===== config.mk =====
export PLATFORM = sky130hd
export DESIGN_NAME = serial_subtractor_ctrl
export DESIGN_NICKNAME = d
export VERILOG_FILES = /design/src/rtl/serial_subtractor_ctrl.sv
export SDC_FILE = /design/constraint.sdc
export NUM_CORES = 1
export LEC_CHECK = 0
export BUFFER_PORTS_ARGS = -buffer_cell sky130_fd_sc_hd__buf_4
export CAP_MARGIN = 10
export CORE_MARGIN = 1
export CORE_UTILIZATION = 38
export CTS_BUF_LIST = sky130_fd_sc_hd__clkbuf_4 sky130_fd_sc_hd__clkbuf_8
export CTS_CLUSTER_DIAMETER = 120
export DETAILED_ROUTE_END_ITERATION = 6
export PLACE_DENSITY = 0.61
export SLEW_MARGIN = 20
export SYNTH_ARGS = -nofsm -noshare
export SYNTH_HDL_FRONTEND = slang
export SYNTH_SLANG_ARGS = --single-unit

===== constraint.sdc =====
create_clock -name clk -period 4.05 [get_ports clk]
set_input_delay 0.405 -clock clk [delete_from_list [all_inputs] [get_ports clk]]
set_output_delay 0.405 -clock clk [all_outputs]
set_load 0.05 [all_outputs]

===== src/rtl/serial_subtractor_ctrl.sv =====
`timescale 1ns/1ps
// serial_subtractor_ctrl: bit-serial a - b - bin, one full-subtractor cell per clock.
// Ports: clk, rst (sync, active-high), start/ready handshake, a, b, bin in;
//   busy, done pulse, diff, borrow out; ovf out only when SERIAL_SUB_OVF_EN is defined.
module serial_subtractor_ctrl #(
  parameter int WIDTH = 8
) (
  input  logic             clk,
  input  logic             rst,
  input  logic             start,
  input  logic [WIDTH-1:0] a,
  input  logic [WIDTH-1:0] b,
  input  logic             bin,
  output logic             ready,
  output logic             busy,
  output logic             done,
  output logic [WIDTH-1:0] diff,
  output logic             borrow
`ifdef SERIAL_SUB_OVF_EN
  ,
  output logic             ovf
`endif
);

  localparam int CW = (WIDTH > 1) ? $clog2(WIDTH) : 1;

  typedef enum logic [1:0] {
    IDLE = 2'd0,
    RUN  = 2'd1,
    DONE = 2'd2
  } state_t;

  state_t           state;
  logic [WIDTH-1:0] a_sh;
  logic [WIDTH-1:0] b_sh;
  logic [WIDTH-1:0] res_sh;
  logic             br;
  logic [CW-1:0]    cnt;

  logic             d;
  logic             br_nxt;
  logic             last;
  logic [WIDTH-1:0] res_nxt;

  assign d       = a_sh[0] ^ b_sh[0] ^ br;
  assign br_nxt  = (~a_sh[0] & b_sh[0])
                 | (~(a_sh[0] ^ b_sh[0]) & br);
  assign res_nxt = {d, res_sh[WIDTH-1:1]};
  assign last    = (cnt == CW'(WIDTH - 1));

  always_ff @(posedge clk) begin
    if (rst) begin
      state  <= IDLE;
      ready  <= 1'b1;
      busy   <= 1'b0;
      done   <= 1'b0;
      a_sh   <= '0;
      b_sh   <= '0;
      res_sh <= '0;
      br     <= 1'b0;
      cnt    <= '0;
      diff   <= '0;
      borrow <= 1'b0;
`ifdef SERIAL_SUB_OVF_EN
      ovf    <= 1'b0;
`endif
    end else begin
      unique case (state)
        IDLE: begin
          if (start) begin
            state <= RUN;
            ready <= 1'b0;
            busy  <= 1'b1;
            a_sh  <= a;
            b_sh  <= b;
            br    <= bin;
            cnt   <= '0;
          end
        end
        RUN: begin
          a_sh   <= {1'b0, a_sh[WIDTH-1:1]};
          b_sh   <= {1'b0, b_sh[WIDTH-1:1]};
          res_sh <= res_nxt;
          br     <= br_nxt;
          if (last) begin
            // cnt holds at WIDTH-1 rather than wrapping
            state  <= DONE;
            busy   <= 1'b0;
            done   <= 1'b1;
            diff   <= res_nxt;
            borrow <= br_nxt;
`ifdef SERIAL_SUB_OVF_EN
            // borrow into MSB vs borrow out of MSB
            ovf    <= br ^ br_nxt;
`endif
          end else begin
            cnt <= cnt + CW'(1);
          end
        end
        DONE: begin
          state <= IDLE;
          done  <= 1'b0;
          ready <= 1'b1;
        end
        default: begin
          state <= IDLE;
          ready <= 1'b1;
          busy  <= 1'b0;
          done  <= 1'b0;
        end
      endcase
    end
  end

endmodule


# == After elaboration in Yosys (flattened, before gate mapping) ==
# Index checks and enable logic that the tools add are counted.
# word_totals
register_bits,42
# op_classes
addsub,1
eq_ne,6
n_bitwise,10
n_mux,19
n_reduce_logical,9
# ops
operator,count
8-bit one-hot mux with 2 select lines,2
8-bit two-way mux,2
2-bit AND reduction,5
3-bit two-way mux,2
"2-bit inequality test, second input constant",3
1-bit one-hot mux with 2 select lines,3
3-bit one-hot mux with 2 select lines,1
3-bit AND reduction,2
1-bit two-way mux,5
1-bit inverter,5
2-bit two-way mux,2
2-bit one-hot mux with 2 select lines,1
"3-bit by 1-bit adder with 3-bit output, second input constant",1
"3-bit == test, second input constant",1
1-bit one-hot mux with 3 select lines,1
1-bit AND,2
"2-bit by 1-bit == test with 1-bit output, second input constant",1
"2-bit == test, second input constant",1
2-bit logical NOT,1
2-bit nonzero test,1
1-bit XOR,2
1-bit OR,1

# == Longest topological paths before layout ==
# depth
ltp_word,5
ltp_mapped,6

# == Worst setup path before layout ==
# No wires, ideal clock.
# synth_path
kind,flip-flop to flip-flop
startpoint,register cnt[0]
endpoint,register cnt[1]
stages_incl_launch_ff,6
slack_ns,2.677
setup_ns,0.132
period_less_slack_ns,1.373
arrival_ns,1.241
required_ns,3.918
path_cell_list,dfxtp_1 > ha_1 > ha_1 > or3b_4 > nand3_1 > a21oi_1
# synth_between
elab_chain_cells,3
elab_cells_between_ends,6
classes_between,add/sub (1); eq/ne (2); mux (2); reduce/logical (1)
# synth_rtl
item,line_no,source
start: declaration,38,logic [CW-1:0] cnt;
start signal: assignment,97,cnt <= cnt + CW'(1);
3-bit by 1-bit adder with 3-bit output or 3-bit == test (tied branches),"97, 49",
3-bit two-way mux or 2-bit inequality test (tied branches),--,
3-bit one-hot mux with 2 select lines or 3-bit AND reduction (tied branches),--,
# Several ways; a longest one is shown, not always the timed one. The select of a mux whose other input is x is not followed.
# A chain may end at the register's enable or synchronous reset.

# == Final worst setup path ==
# layout_path
startpoint,register state[0]
endpoint,register b_sh[3]
# layout_between
elab_chain_cells,3
elab_cells_between_ends,6
classes_between,eq/ne (2); mux (1); reduce/logical (3)
# layout_rtl
item,line_no,source
start: declaration,33,state_t state;
start signal: assignment,53,state <= IDLE;
start signal: assignment,71,state <= RUN;
start signal: assignment,87,state <= DONE;
2-bit by 1-bit == test with 1-bit output or 2-bit logical NOT (tied branches),68,unique case (state)
2-bit nonzero test (no line) or 2-bit inequality test (tied branches),--,
2-bit AND reduction (no line),--,
end signal: assignment,82,"b_sh <= {1'b0, b_sh[WIDTH-1:1]};"
end: declaration,35,logic [WIDTH-1:0] b_sh;
# Several ways; a longest one is shown, not always the timed one.

==> metrics.txt <==
# TYPE chip_impl_metric gauge
chip_impl_metric{name="grt_usage",unit="%"} 15.0
chip_impl_metric{name="fp.coreArea",unit="um^2"} 4410
chip_impl_info{name="final_common_cell",value="sky130_fd_sc_hd__nand2_1"} 1
chip_impl_metric{name="combinationalPowerShare",unit="%"} 13.8
chip_impl_metric{name="cts_inserted_buffers",unit=""} 5
chip_impl_metric{name="critical_path_arrival",unit="ns"} 1.99
chip_impl_info{name="timing_worst_setup_path_type",value="reg2reg"} 1
chip_impl_metric{name="synth.yosys.seq_area_share",unit="%"} 46.6
chip_impl_info{name="startpoint_type",value="register"} 1
chip_impl_metric{name="buffer_ports.inserted",unit=""} 31
chip_impl_metric{name="post-place-cells",unit=""} 267
chip_impl_metric{name="final_cells",unit=""} 274
chip_impl_metric{name="boundaryPins",unit=""} 32
chip_impl_metric{name="place_congestion",unit=""} 0.712
chip_impl_metric{name="routed_wire_length",unit="mm"} 3.34
chip_impl_metric{name="final_sum_of_negative_setup_slack",unit="ns"} 0
chip_impl_metric{name="insertedDiodeCount",unit=""} 0
chip_impl_metric{name="cts-htree-levels",unit=""} 2
chip_impl_metric{name="finalHoldViolations",unit=""} 0
chip_impl_metric{name="design_power_total",unit="mW"} 0.821
chip_impl_metric{name="antenna_found_initial",unit=""} 0
chip_impl_info{name="timing.critical_path.cells",value="and2b_1 -> a21oi_1 -> a211oi_2"} 1
chip_impl_metric{name="cts.sinks",unit=""} 41
chip_impl_info{name="crit_slowest_cell",value="sky130_fd_sc_hd__and2b_1"} 1
chip_impl_metric{name="detailedRoute.firstIterationViolations",unit=""} 83
chip_impl_info{name="critical_path_end_type",value="register"} 1
chip_impl_metric{name="layout.nets",unit=""} 245
chip_impl_metric{name="antenna_violating_nets_post_route",unit=""} 0
chip_impl_metric{name="post_dr_vias_cell",unit=""} 5.04
chip_impl_info{name="mostFrequentLayoutCells",value="sky130_fd_sc_hd__nand2_1, sky130_fd_sc_hd__dfxtp_1, sky130_fd_sc_hd__a21oi_1"} 1
chip_impl_metric{name="share_clk_of_total_power",unit="%"} 32.9
chip_impl_metric{name="insertion_delay",unit="ns"} 0.29
chip_impl_metric{name="wl_per_cell",unit="um"} 12.2
chip_impl_metric{name="synth.avg_cell_area",unit="um^2"} 8.89
chip_impl_info{name="clock_tree_from_tritoncts",value="yes"} 1
chip_impl_metric{name="final_layout_size_suffix_gt1_share",unit="%"} 25.2
chip_impl_metric{name="synth_largest_type_area_fraction",unit="%"} 46.6
chip_impl_metric{name="first_global_vias",unit=""} 1318
chip_impl_metric{name="report.final.setup_viol",unit=""} 0
chip_impl_metric{name="vdd_ir_drop_max",unit="V"} 0.000216
chip_impl_info{name="synth_top_cells_by_area",value="sky130_fd_sc_hd__dfxtp_1, sky130_fd_sc_hd__nand2_1, sky130_fd_sc_hd__a21oi_1"} 1
chip_impl_metric{name="final.setup_skew",unit="ns"} 0.00406
chip_impl_metric{name="finalMaxSlewViolations",unit=""} 0
chip_impl_metric{name="cts_resized",unit=""} 0
chip_impl_info{name="yosys.area.top_type",value="sky130_fd_sc_hd__dfxtp_1"} 1
chip_impl_metric{name="post_synth_instance_area",unit="um^2"} 1760
chip_impl_metric{name="fp.dieArea",unit="um^2"} 4910
chip_impl_metric{name="worst_slew_pin_slew",unit="ns"} 0.680
chip_impl_metric{name="synth.distinct_cells",unit=""} 33
chip_impl_metric{name="num_rows",unit=""} 24
chip_impl_metric{name="total_leakage_power",unit="nW"} 0.821
chip_impl_metric{name="number_of_synthesized_register_bits",unit=""} 41
chip_impl_metric{name="via_count",unit=""} 1380
chip_impl_metric{name="switching_share_of_power",unit="%"} 25.2
chip_impl_metric{name="period_share",unit="%"} 43.9
chip_impl_metric{name="power.share.sequential",unit="%"} 53.3
chip_impl_metric{name="cts.clk_slew.worst_paths",unit="ns"} 0.07
chip_impl_metric{name="globalRoute.totalOverflow",unit=""} 0
chip_impl_metric{name="max_clock_freq",unit="MHz"} 562
chip_impl_metric{name="syn-instance-count",unit=""} 198
chip_impl_metric{name="detailedRoute.firstPassIterationCount",unit=""} 4
chip_impl_metric{name="synth.net_count",unit=""} 221
chip_impl_metric{name="ys_warn_count",unit=""} 0
chip_impl_metric{name="p_int",unit="mW"} 0.614
chip_impl_metric{name="cts_hold_buf",unit=""} 0
chip_impl_metric{name="worst-endpoint-required",unit="ns"} 4.26
chip_impl_metric{name="grt_first_pass_wirelength",unit="mm"} 5.84
chip_impl_metric{name="initial_core_util",unit="%"} 39.9
chip_impl_metric{name="finalCriticalPeriod",unit="ns"} 1.78
chip_impl_metric{name="post_place_setup_slack",unit="ns"} 2.29
chip_impl_metric{name="cpPeakStageDelay",unit="ns"} 0.64
chip_impl_metric{name="hpwlAfterDp",unit="mm"} 2.18
chip_impl_metric{name="floorplan.die.width",unit="um"} 70.1
chip_impl_metric{name="max-clock-path-buffers",unit=""} 2
chip_impl_metric{name="die-height",unit="um"} 70.1
chip_impl_info{name="grt_setup_unrepaired",value="false"} 1
chip_impl_metric{name="cellPowerDensity",unit="nW/um^2"} 398
chip_impl_metric{name="design_area",unit="um^2"} 2060
chip_impl_metric{name="synthToLayoutAreaGrowth",unit="%"} 17.1
chip_impl_metric{name="detail_route.drc_violations",unit=""} 0
chip_impl_info{name="worst_hold_path_type",value="in2reg"} 1
chip_impl_metric{name="max_slew_margin",unit="%"} 54.7
chip_impl_metric{name="critical_path_peak_fanout",unit=""} 21
chip_impl_metric{name="post-cts-setup-buffers",unit=""} 0
chip_impl_metric{name="grt_start_max_net_pins",unit=""} 42
chip_impl_metric{name="timing.final.ws_setup",unit="ns"} 2.27
chip_impl_metric{name="dpl_cell_area",unit="um^2"} 1970
chip_impl_metric{name="max-cap-violations",unit=""} 0
chip_impl_info{name="clk_root_buffer_cell",value="sky130_fd_sc_hd__clkbuf_8"} 1
chip_impl_info{name="run_status",value="completed"} 1
chip_impl_metric{name="netSwitchingPower",unit="mW"} 0.207
==> sequential cells by signal, indices dropped and copies added, names as in the netlist <==
signal,flops
done,1
busy,1
br,1
res_sh,7
ready,1
b_sh,8
state,2
a_sh,8
cnt,3
diff,8
borrow,1
==> synthesized netlist by cell type <==
| cell | n |
|---|---|
| sky130_fd_sc_hd__nand2_1 | 47 |
| sky130_fd_sc_hd__a211oi_1 | 3 |
| sky130_fd_sc_hd__nand3_1 | 3 |
| sky130_fd_sc_hd__a221oi_2 | 1 |
| sky130_fd_sc_hd__o21bai_4 | 1 |
| sky130_fd_sc_hd__a21oi_1 | 34 |
| sky130_fd_sc_hd__a211o_1 | 1 |
| sky130_fd_sc_hd__buf_1 | 2 |
| sky130_fd_sc_hd__buf_4 | 4 |
| sky130_fd_sc_hd__nor3b_2 | 1 |
| sky130_fd_sc_hd__inv_1 | 2 |
| sky130_fd_sc_hd__a221oi_1 | 1 |
| sky130_fd_sc_hd__a21o_1 | 1 |
| sky130_fd_sc_hd__buf_2 | 3 |
| sky130_fd_sc_hd__o21ba_4 | 1 |
| sky130_fd_sc_hd__and2b_1 | 1 |
| sky130_fd_sc_hd__nor3b_1 | 1 |
| sky130_fd_sc_hd__and3b_1 | 1 |
| sky130_fd_sc_hd__a211oi_2 | 11 |
| sky130_fd_sc_hd__or3b_1 | 1 |
| sky130_fd_sc_hd__nand2b_1 | 5 |
| sky130_fd_sc_hd__dfxtp_1 | 41 |
| sky130_fd_sc_hd__a22oi_1 | 2 |
| sky130_fd_sc_hd__a21oi_2 | 1 |
| sky130_fd_sc_hd__or3b_4 | 1 |
| sky130_fd_sc_hd__ha_1 | 2 |
| sky130_fd_sc_hd__clkbuf_1 | 3 |
| sky130_fd_sc_hd__fa_1 | 1 |
| sky130_fd_sc_hd__nand2b_4 | 1 |
| sky130_fd_sc_hd__buf_6 | 2 |
| sky130_fd_sc_hd__nand3b_1 | 1 |
| sky130_fd_sc_hd__nor2_1 | 17 |
| sky130_fd_sc_hd__o21a_1 | 1 |
==> critical path: cells and delay by family, from the launching register on <==
family             cells  cell delay (ns)
AOI/OAI and AO/OA      2             0.43
DFF                    1             0.63
and+or+nand+nor        1             0.64
==> per-stage QoR <==
step / util (%) / hold slack [ns]
final: 46.7 / 0.363
after global routing: 46.7 / 0.374
after CTS: 46.7 / 0.354
after detailed placement: 44.7 / 0.449
after global placement: 44.7 / 0.446
after floorplan: - / 0.432
==> power groups by stage <==
stage	logic (mW)	registers (mW)	clock network [mW]
after floorplan	0.0844	0.448	0
after global placement	0.113	0.446	0
after detailed placement	0.114	0.446	0
after CTS	0.115	0.437	0.283
after global routing	0.126	0.440	0.295
final	0.113	0.437	0.270
==> path summary, 6_finish.rpt <==
check	start	to	slack, ns	depth (start not counted)
worst max-delay path	state[0]	b_sh[3]	2.27	3
worst min-delay path	b[7]	b_sh[7]	0.36	3
worst max register to register	state[0]	b_sh[3]	2.27	3
worst min register to register	diff[1]	diff[1]	0.45	2
==> metal layers <==
layer	track usage [%]	part of all wire [%]
met1	19.9	51
met2	22.3	44
met3	3.61	3.5
met4	8.44	2.2
met5	0	0
==> area by class of cell <==
class / count / area (um^2)
multi-input combinational: 141 / 846
sequential: 41 / 821
clock buffer: 7 / 90.1
tap: 52 / 65.1
fill: 441 / 2350
inverter: 2 / 7.51
timing repair buffer: 31 / 233
==> cells by family (layout without fill, tap and decap cells) <==
group / Yosys count / in the layout / synth area share (%)
compound gates: 58 / 58 / 24.8
fa+ha+maj: 3 / 3 / 2.56
buf+inv: 16 / 40 / 5.33
flops: 41 / 41 / 46.6
simple gates: 80 / 80 / 20.7
(Power assumes the default switching activity.)
